### src/rtl/column_sync_scheduler.sv
// Timestep sequencer for the heat-equation column array: gates on column init, issues start
// pulses, counts timesteps and opens readout windows only between timesteps.
// Optional watchdog fault detection is compiled in with `define SYNC_WATCHDOG_EN.
module column_sync_scheduler #(
    parameter int NUM_COLS       = 16,
    parameter int ITER_BITS      = 32,
    parameter int TIMEOUT_CYCLES = 65535
) (
    input  logic                 clk,
    input  logic                 reset,
    input  logic                 i_run,
    input  logic                 i_step,
    input  logic [ITER_BITS-1:0] i_max_iters,
    input  logic [NUM_COLS-1:0]  i_init_done,
    input  logic [NUM_COLS-1:0]  i_col_done,
    input  logic                 i_rd_req,
    input  logic                 i_rd_done,
    output logic                 o_start,
    output logic                 o_rd_grant,
    output logic [ITER_BITS-1:0] o_iter_count,
    output logic                 o_busy,
    output logic                 o_finished,
    output logic                 o_error
);

    typedef enum logic [3:0] {
        S_INIT_WAIT = 4'd0,
        S_IDLE      = 4'd1,
        S_LAUNCH    = 4'd2,
        S_GUARD1    = 4'd3,
        S_GUARD2    = 4'd4,
        S_RUN_WAIT  = 4'd5,
        S_COMPLETE  = 4'd6,
        S_READOUT   = 4'd7,
        S_FAULT     = 4'd8
    } state_t;

    state_t               r_state;
    state_t               w_next_state;
    logic                 r_start;
    logic                 r_rd_grant;
    logic                 r_busy;
    logic                 r_finished;
    logic                 r_step_pend;
    logic [ITER_BITS-1:0] r_iter_count;
    logic [ITER_BITS-1:0] w_iter_inc;
    logic                 w_all_init;
    logic                 w_all_done;
    logic                 w_step_req;
    logic                 w_hit_limit;
    logic                 w_timeout;

    assign w_all_init  = &i_init_done;
    assign w_all_done  = &i_col_done;
    assign w_step_req  = i_step | r_step_pend;
    assign w_iter_inc  = r_iter_count + ITER_BITS'(1'b1);
    assign w_hit_limit = (i_max_iters != {ITER_BITS{1'b0}}) && (w_iter_inc == i_max_iters);

`ifdef SYNC_WATCHDOG_EN
    localparam int WD_W = (TIMEOUT_CYCLES > 1) ? $clog2(TIMEOUT_CYCLES) : 1;
    localparam logic [WD_W-1:0] WD_LAST = WD_W'(TIMEOUT_CYCLES - 1);

    logic [WD_W-1:0] r_wd_cnt;
    logic            r_error;

    // Watchdog counter: equals the number of cycles elapsed since the start pulse.
    always_ff @(posedge clk) begin
        if (reset) begin
            r_wd_cnt <= {WD_W{1'b0}};
        end else if (w_next_state == S_LAUNCH) begin
            r_wd_cnt <= {WD_W{1'b0}};
        end else if ((r_state == S_LAUNCH) || (r_state == S_GUARD1) ||
                     (r_state == S_GUARD2) || (r_state == S_RUN_WAIT)) begin
            r_wd_cnt <= r_wd_cnt + WD_W'(1'b1);
        end else begin
            r_wd_cnt <= r_wd_cnt;
        end
    end

    assign w_timeout = (r_wd_cnt >= WD_LAST) &&
                       ((r_state == S_GUARD1) || (r_state == S_GUARD2) || (r_state == S_RUN_WAIT));

    // Sticky fault flag; only reset clears it.
    always_ff @(posedge clk) begin
        if (reset) begin
            r_error <= 1'b0;
        end else if (w_next_state == S_FAULT) begin
            r_error <= 1'b1;
        end else begin
            r_error <= r_error;
        end
    end

    assign o_error = r_error;
`else
    // A negative timeout is not a legal configuration, so this is constantly zero.
    assign w_timeout = (TIMEOUT_CYCLES < 0) ? 1'b1 : 1'b0;
    assign o_error   = 1'b0;
`endif

    // State register.
    always_ff @(posedge clk) begin
        if (reset) begin
            r_state <= S_INIT_WAIT;
        end else begin
            r_state <= w_next_state;
        end
    end

    // Next-state logic; IDLE is the only point where a readout or new timestep may begin.
    always_comb begin
        w_next_state = r_state;
        case (r_state)
            S_INIT_WAIT: begin
                if (w_all_init) begin
                    w_next_state = S_IDLE;
                end else begin
                    w_next_state = S_INIT_WAIT;
                end
            end
            S_IDLE: begin
                if (i_rd_req) begin
                    w_next_state = S_READOUT;
                end else if (r_finished) begin
                    w_next_state = S_IDLE;
                end else if (i_run || w_step_req) begin
                    w_next_state = S_LAUNCH;
                end else begin
                    w_next_state = S_IDLE;
                end
            end
            S_LAUNCH: w_next_state = S_GUARD1;
            // Columns need two cycles to clear the previous timestep's done flags.
            S_GUARD1: begin
                if (w_timeout) begin
                    w_next_state = S_FAULT;
                end else begin
                    w_next_state = S_GUARD2;
                end
            end
            S_GUARD2: begin
                if (w_timeout) begin
                    w_next_state = S_FAULT;
                end else begin
                    w_next_state = S_RUN_WAIT;
                end
            end
            S_RUN_WAIT: begin
                if (w_all_done) begin
                    w_next_state = S_COMPLETE;
                end else if (w_timeout) begin
                    w_next_state = S_FAULT;
                end else begin
                    w_next_state = S_RUN_WAIT;
                end
            end
            S_COMPLETE: w_next_state = S_IDLE;
            S_READOUT: begin
                if (i_rd_done) begin
                    w_next_state = S_IDLE;
                end else begin
                    w_next_state = S_READOUT;
                end
            end
            S_FAULT:    w_next_state = S_FAULT;
            default:    w_next_state = S_INIT_WAIT;
        endcase
    end

    // Registered outputs, decoded from the state being entered.
    always_ff @(posedge clk) begin
        if (reset) begin
            r_start      <= 1'b0;
            r_rd_grant   <= 1'b0;
            r_busy       <= 1'b0;
            r_finished   <= 1'b0;
            r_iter_count <= {ITER_BITS{1'b0}};
        end else begin
            r_start    <= (w_next_state == S_LAUNCH);
            r_rd_grant <= (w_next_state == S_READOUT);
            if (w_next_state == S_LAUNCH) begin
                r_busy <= 1'b1;
            end else if ((w_next_state == S_COMPLETE) || (w_next_state == S_FAULT)) begin
                r_busy <= 1'b0;
            end else begin
                r_busy <= r_busy;
            end
            if (w_next_state == S_COMPLETE) begin
                r_iter_count <= w_iter_inc;
                r_finished   <= r_finished | w_hit_limit;
            end else begin
                r_iter_count <= r_iter_count;
                r_finished   <= r_finished;
            end
        end
    end

    // Step latch: any step not consumed immediately waits for the next launch.
    always_ff @(posedge clk) begin
        if (reset) begin
            r_step_pend <= 1'b0;
        end else if (w_next_state == S_LAUNCH) begin
            r_step_pend <= 1'b0;
        end else if (i_step) begin
            r_step_pend <= 1'b1;
        end else begin
            r_step_pend <= r_step_pend;
        end
    end

    assign o_start      = r_start;
    assign o_rd_grant   = r_rd_grant;
    assign o_busy       = r_busy;
    assign o_finished   = r_finished;
    assign o_iter_count = r_iter_count;

endmodule

### config.mk
export PLATFORM = sky130hd
export DESIGN_NAME = column_sync_scheduler
export DESIGN_NICKNAME = d
export VERILOG_FILES = /design/src/rtl/column_sync_scheduler.sv
export SDC_FILE = /design/constraint.sdc
export NUM_CORES = 1
export LEC_CHECK = 0
export ABC_CLOCK_PERIOD_IN_PS = 3050
export CAP_MARGIN = 30
export CORE_MARGIN = 1
export CORE_UTILIZATION = 32
export CTS_CLUSTER_SIZE = 14
export DETAILED_ROUTE_END_ITERATION = 10
export HOLD_SLACK_MARGIN = 0.15
export PLACE_DENSITY_LB_ADDON = 0.08
export SKIP_LAST_GASP = 1
export SLEW_MARGIN = 20
export SYNTH_ARGS = -nofsm -noshare
export SYNTH_HDL_FRONTEND = slang
export SYNTH_SLANG_ARGS = --single-unit
### constraint.sdc
create_clock -name clk -period 3.05 [get_ports clk]
set_input_delay 0.61 -clock clk [delete_from_list [all_inputs] [get_ports clk]]
set_output_delay 0.61 -clock clk [all_outputs]
set_load 0.1 [all_outputs]
## Yosys cells after proc, flatten, opt, wreduce, memory -nomap -nowiden

Index checks and enable logic that the tools add are counted.

| operators by class | value |
|---|---|
| add/subtract/negate cells | 1 |
| multipliers | 0 |
| divide/modulo/power cells | 0 |
| order comparisons | 0 |
| equal/unequal tests | 13 |
| shifts and indexed selects | 0 |
| mux-type cells | 9 |
| bitwise gates (word level) | 2 |
| reduce and logical (&&, ||, !) cells | 9 |

Operators by type and width:

| kind | count |
|---|---|
| one-hot mux 4 bit (9 select lines) | 1 |
| adder 32 x 1 -> 32 bit (second input constant) | 1 |
| == test 32 bit | 1 |
| AND reduction 16 bit | 2 |
| nonzero test 32 bit | 1 |
| == test 4 x 3 -> 1 bit (second input constant) | 6 |
| == test 4 x 2 -> 1 bit (second input constant) | 3 |
| == test 4 bit (second input constant) | 2 |
| 2-to-1 mux 2 bit | 3 |
| 2-to-1 mux 3 bit | 2 |
| == test 4 x 1 -> 1 bit (second input constant) | 1 |
| logical NOT 4 bit | 1 |
| 2-to-1 mux 1 bit | 3 |
| logical OR 1 bit | 2 |
| OR 1 bit | 2 |
| nonzero test 2 bit | 1 |
| OR reduction 2 bit | 1 |
| logical AND 1 bit | 1 |

| word-level totals | value |
|---|---|
| flip-flop bits (word level) | 41 |
| bits in latches | 0 |
| bits in writable memories | 0 |
| memory bits (read-only) | 0 |
| input port bits | 70 |
| word-level logic and storage cells | 41 |
| memories kept | 0 |

## Longest topological paths before layout

| logic depth | value |
|---|---|
| depth after elaboration | 10 |
| depth in mapped cells | 9 |
| gate-level depth less buffers | 8 |

## Least setup slack after synthesis

No wires, ideal clock.

| timing path | value |
|---|---|
| kind | reg2reg |
| from | register r_iter_count[6], in the netlist o_iter_count[6] |
| to | register r_finished, in the netlist o_finished |
| setup time | 0.069 ns |
| data arrival time | 3.085 ns |
| data required time | 2.981 ns |
| path slack | -0.104 ns |
| cell stages (with the launch flop) | 10 |
| path buffers | 2 |
| clock period less this slack | 3.154 ns |
| cell sequence | dfxtp_1 buf_2 nand4_1 or4_4 buf_6 nor3_1 xor2_1 a2111oi_0 nand4_1 o21ai_1 |

| on the way | value |
|---|---|
| longest elaborated chain between the ends | 4 |

Ends and longest elaborated chain:

| item | line | RTL |
|---|---|---|
| start, declared | 45 | `logic [ITER_BITS-1:0] r_iter_count;` |
| start signal, assigned | 177 | `r_iter_count <= {ITER_BITS{1'b0}};` |
| start signal, assigned | 189 | `r_iter_count <= w_iter_inc;` |
| start signal, assigned | 192 | `r_iter_count <= r_iter_count;` |
| adder 32 x 1 -> 32 bit | 56 | `assign w_iter_inc = r_iter_count + ITER_BITS'(1'b1);` |
| == test 32 bit | 57 | `assign w_hit_limit = (i_max_iters != {ITER_BITS{1'b0}}) && (w_iter_inc == i_max_iters);` |
| logical AND 1 bit | 57 |  |
| OR 1 bit | 190 | `r_finished <= r_finished \| w_hit_limit;` |
| end signal, assigned | 190 |  |
| end signal, assigned | 193 | `r_finished <= r_finished;` |
| end, declared | 43 | `logic r_finished;` |

Every way passes these cells.
A chain may end at the register's enable or synchronous reset.

## Worst setup path after layout

| timing path | value |
|---|---|
| from | input i_col_done[7] |
| to | register r_step_pend |

| on the way | value |
|---|---|
| longest elaborated chain between the ends | 5 |

Ends and longest elaborated chain:

| item | line | RTL |
|---|---|---|
| start, declared | 15 | `input logic [NUM_COLS-1:0] i_col_done,` |
| AND reduction 16 bit | 54 | `assign w_all_done = &i_col_done;` |
| 2-to-1 mux 2 bit | 149 | `if (w_all_done) begin` |
| one-hot mux 4 bit (9 select lines) | 113 | `case (r_state)` |
| == test 4 x 2 -> 1 bit | 202 | `end else if (w_next_state == S_LAUNCH) begin` |
| OR reduction 2 bit (no line) | -- |  |
| end signal, assigned | 207 | `r_step_pend <= r_step_pend;` |
| end, declared | 44 | `logic r_step_pend;` |

Every way passes these cells.

==> flow_metrics.tcl <==
set metrics [dict create \
    cts.clk_slew.worst_paths_ns 0.08 \
    setup_tns_ns 0 \
    grt_overflow 0 \
    grt.met2_usage_pct 36.7 \
    p_leak_nw 1.51 \
    post_cts_resized 0 \
    dp_hpwl_mm 8.02 \
    syn_to_final_growth_pct 40.7 \
    fin_crit_sh_pct 91.1 \
    hp-class "reg2reg" \
    grt.total_usage_pct 20.7 \
    n_antenna_cell 0 \
    synth_ff_type "dfxtp_1" \
    netlist_top_cells_count "nor2_1 (50), dfxtp_1 (41), xnor2_1 (35)" \
    status "finished, final reports clean" \
    synth_edf_count 0 \
    rr_startpoint "o_iter_count[4]$_SDFFE_PP0N_" \
    chipHeight_um 100 \
    cp_max_fo 4 \
    synth_top_area_share_pct 26.7 \
    use_met1_pct 26.2 \
    ir_drop_mv 0.324 \
    synthCells 403 \
    gp_congestion 0.856 \
    cts_buffers 5 \
    synth_area_sq_um 3080 \
    h-tree-depth 2 \
    worstMarginPinSlew_ns 0.637 \
    postCtsSetupBuffers 0 \
    reg2regPathDepth 7 \
    met3_usage_pct 3.48 \
    grt_pass1_wl_mm 16.1 \
    clock.fmax_mhz 360 \
    regToRegEndpoint "o_finished$_SDFFE_PP0N_" \
    root_buffer "clkbuf_8" \
    rsz0062_at_grt "no" \
    period_minus_slack_ns 2.78 \
    yosys_warnings 0 \
    die_area_sq_um 10000 \
    ios 107 \
    route.vias.total 3340 \
    crit_type "in2reg" \
    cts_tree "done" \
    drv_cap 0 \
    rrSetupSlack_ns 0.48 \
    wl_per_cell_um 15.7 \
    port_buffers 105 \
    synth_nets 474 \
    multi_input_area_sq_um 2130 \
    setup_violations 0 \
    drive_gt1_share_pct 15.0 \
    final-seq-area_sq_um 830 \
    yosysTopAreaCell "dfxtp_1" \
    wl_mm 10.0 \
    ys_types 58 \
    die_w_um 100 \
    slew_headroom_pct 57.2 \
    n_fill_cell 966 \
    fin_skew_ns 0.00389 \
    start_util_pct 33.2 \
    drcViolationCount 0 \
    drt_iter0_drc 219 \
    yosysMostFrequentCell "nor2_1" \
    cp-endpoint "r_step_pend$_SDFFE_PP0P_" \
    worstSkewPairLatency_ns 0.30 \
    grt_max_degree 41 \
    clockBufferDepth 2 \
    critPathRequiredTime_ns 3.23 \
    synthArstFlopShare_pct 0 \
    synth-seq-cells 41 \
    setup.worst_path.start_class "primary input" \
    nets 578 \
    synth_area_leaders "dfxtp_1 (27%), xnor2_1 (10%), xor2_1 (8.5%), nor2_1 (6.1%), nand4_1 (4.5%)" \
    core_region_area_sq_um 9280 \
    worstSetupStartpoint "i_col_done[7]" \
    cts_num_sinks 41 \
    postPlaceCellArea_sq_um 4220 \
    grt_pass1_vias 3226 \
    synth.yosys.seq_area_share_pct 26.7 \
    routed_via_density 5.24 \
    avgSynthCellArea_sq_um 7.64 \
    rows 35 \
    cp_data_arrival_time_ns 2.96 \
    p_per_area_nw_per_um2 360 \
    firstDrtPassIters 5 \
    drtAntennaViolNets 0 \
    hold_violations 0 \
    setup.worst_path.end_class "flop" \
    ctsHoldBuffers 0 \
    fin_area_sq_um 4330 \
    busiest_layer "met2" \
    antenna_found_initial 0 \
    slew_violations 0 \
]
## cell families (layout without fill, tap and decap cells)
logic type / count (synthesis) / count (layout) / share of synthesized area (%)
other cells: 1 / 1 / 0.122
flops: 41 / 41 / 26.7
mux: 4 / 4 / 1.38
xor+xnor: 65 / 65 / 18.5
fa+ha+maj: 1 / 1 / 0.406
compound gates: 54 / 54 / 12.6
buf+inv: 29 / 134 / 4.23
simple gates: 208 / 208 / 36.2
## critical path, cell delays in order
cell	delay, ns
clkdlybuf4s50_1	0.46
nand4_1	0.09
or4_1	0.59
mux2_2	0.29
o21ai_1	0.11
a21oi_1	0.08
or4b_1	0.56
nor3b_1	0.16
## area by class of cell
type                       instances  area share (%)
sequential                        41            19.2
clock buffer                       7            1.99
inverter                           6           0.520
multi-input combinational        333            49.1
clock inverter                     1           0.693
timing repair buffer             120            24.8
tap                              129            3.73
## layer usage
metal / vias to the layer above / wire (um)
met5: - / 0
met4: 0 / 74
met3: 7 / 547
met2: 115 / 4770
met1: 1543 / 4630
li1: 1675 / -
## power breakdown
part	total, mW	switching, mW	internal, mW
logic	0.482	0.263	0.220
clock network	0.469	0.201	0.267
registers	0.607	0.0361	0.571
total	1.56	0.500	1.06
## registers in the layout, summed over array words and instances (netlist names)
signal        cells
r_step_pend       1
o_iter_count     32
o_start           1
r_state           4
o_rd_grant        1
o_busy            1
o_finished        1
## worst min path at each step
| stage | start | end | cells after the start |
|---|---|---|---|
| after floorplan | r_step_pend$_SDFFE_PP0P_ | r_step_pend$_SDFFE_PP0P_ | 2 |
| after global placement | o_busy$_SDFFE_PP0P_ | o_busy$_SDFFE_PP0P_ | 2 |
| after detailed placement | o_busy$_SDFFE_PP0P_ | o_busy$_SDFFE_PP0P_ | 2 |
| after CTS | o_busy$_SDFFE_PP0P_ | o_busy$_SDFFE_PP0P_ | 2 |
| after global routing | o_busy$_SDFFE_PP0P_ | o_busy$_SDFFE_PP0P_ | 2 |
| final | o_busy$_SDFFE_PP0P_ | o_busy$_SDFFE_PP0P_ | 2 |
## layout by cell type, fill, tap and decap left out, drive strengths merged, types with 3 or more instances in the layout
cell / n
and4: 9
nand2b: 5
clkdlybuf4s50: 69
nand3: 15
o31ai: 3
dfxtp: 41
nand2: 33
or4: 7
a21oi: 12
nor2: 50
xnor2: 35
a31oi: 6
nand4: 22
nor4: 18
nor2b: 7
xor2: 30
clkbuf: 7
nor3: 19
buf: 51
o21ai: 8
a2111oi: 3
or2: 3
o21a: 3
inv: 6
or3: 6
and3: 6
nor3b: 3
## metrics by stage
stage	power, mW	hold WS (ns)	instances	setup slack, ns	utilization (%)
final	1.56	0.496	637	0.270	46.7
after global routing	1.63	0.521	637	0.175	46.7
after CTS	1.58	0.497	637	0.252	46.7
after detailed placement	1.10	0.475	629	-0.0617	45.4
after global placement	1.10	0.493	629	-0.0107	45.4
after floorplan	0.910	0.475	403	0.00177	-
Power figures use the tool's default switching activity.
==> RTL edit, RTL diff (same flow settings) <==
The option `SYNC_WATCHDOG_EN` is turned on by a define.
--- a/src/rtl/column_sync_scheduler.sv
+++ b/src/rtl/column_sync_scheduler.sv
@@ -3,2 +3,4 @@
 // Optional watchdog fault detection is compiled in with `define SYNC_WATCHDOG_EN.
+`define SYNC_WATCHDOG_EN
+
 module column_sync_scheduler #(
Behaviour: same outputs for any inputs over 10 cycles, from zero or initial values and one cycle with reset high; that may be too few to reach the edited logic, so the function may still have changed.
==> RTL edit against the unedited design <==
Sequential cell count rose by 17; maximum frequency rose by 6.6%; sequential power rose by 42%; synthesized area rose by 23%; synthesized cell count rose by 18%; design area rose by 22%; first-iteration DRC count fell by 15%; sequential share of layout area rose by 2.9 points; setup slack improved by 170 ps; via count rose by 15%; register-to-register slack got worse by 40 ps; routed wire length rose by 15%; total power rose by 55%; critical path type is now register to register.
==> RTL edit: results (changes against the unedited design) <==
Hold path
The worst min-delay path startpoint is o_error (was o_busy).

Synthesis
The proportion of synthesized area in mux cells is 0% (was 1.38%). List of most frequent post-synthesis cells: 67 x sky130_fd_sc_hd__nor2_1, 58 x sky130_fd_sc_hd__dfxtp_1, 49 x sky130_fd_sc_hd__xor2_1 (was 50 x sky130_fd_sc_hd__nor2_1, 41 x sky130_fd_sc_hd__dfxtp_1, 35 x sky130_fd_sc_hd__xnor2_1). The part of the Yosys area used for sequential elements is 30.6% (was 26.7%).

Critical path
The cell at the slowest stage of the critical path was sky130_fd_sc_hd__dfxtp_1 (was sky130_fd_sc_hd__or4_1). The data arrival time at the worst-slack endpoint is 2850 ps (was 2960 ps). The delay of the slowest critical-path stage is 430 ps (was 590 ps). The worst-path maximum fanout came to 6 (was 4).

Routing
The via density per instance is 5.22 (was 5.24). The amount of wire on met2 after detailed routing is 5180 um (was 4770 um). The routed length on met1 was 5560 um (was 4630 um). The detailed route wirelength on metal3 is 595 um (was 547 um). The detail-routed net length per standard cell came to 15.6 um (was 15.7 um). The count of TritonRoute iterations in the first routing pass is 4 (was 5).

Global routing
The wire length of the first global-routing pass came to 18900 um (was 16100 um). The met1 capacity usage during global routing is 25.9% (was 26.2%). The aggregate global-route resource usage is 19.5% (was 20.7%).

Layout
The ratio of cells with drive above 1 in the final layout came to 14.8% (was 15.0%). The fraction of area in multi-input gates is 47.2% (was 49.1%). The count of non-CTS buffers in the layout came to 124 (was 120). The filler cell count is 1162 (was 966). The inverter count of the layout excluding clock inverters is 7 (was 6).

Place
The worst-case setup slack after placement was 67.0 ps (was -61.7 ps). The count of buffers inserted at the top-level ports is 106 (was 105). The routability-driven placement congestion ratio came to 0.842 (was 0.856).

Outcome
Outcome: finished, final reports clean (unchanged).

CTS
The clock slew at the register clock pins of the worst setup and hold paths is 50 ps (was 80 ps). The maximum level of the CTS H-tree is 3 (was 2). The clock insertion delay at the later pin of the skew report is 340 ps (was 300 ps).

STA
The worst clock skew on the final layout is 3.69 ps (was 3.89 ps).
-- RTL edit: changes by cell type in the layout (fill, tap and decap cells not counted), sizes merged, moves of 7 or more --
cell / change
xor2: +19
dfxtp: +17
nand3: +17
nor2: +17
a211oi: +7
-- RTL edit: stage by stage --
stage	total power, mW	hold WS (ps)	utilization (%)	std cells	cell area [um^2]
2_1_floorplan	1.19	453	-	477	3790
3_3_place_gp	1.40	444	43.4	723	4980
3_5_place_dp	1.41	446	43.4	723	4980
4_1_cts	2.44	455	46.1	739	5280
5_1_grt	2.53	471	46.1	739	5280
6_report	2.41	449	46.1	739	5280
-- RTL edit: final timing paths --
check	endpoint
worst max-delay path	o_finished
worst min-delay path	o_error
worst max register to register	o_finished
worst min register to register	o_error
-- RTL edit: report_power, final --
part           switching (mW)  internal, mW  leakage, nW
registers              0.0623         0.800        0.470
logic                   0.283         0.246         1.32
clock network           0.384         0.636        0.138
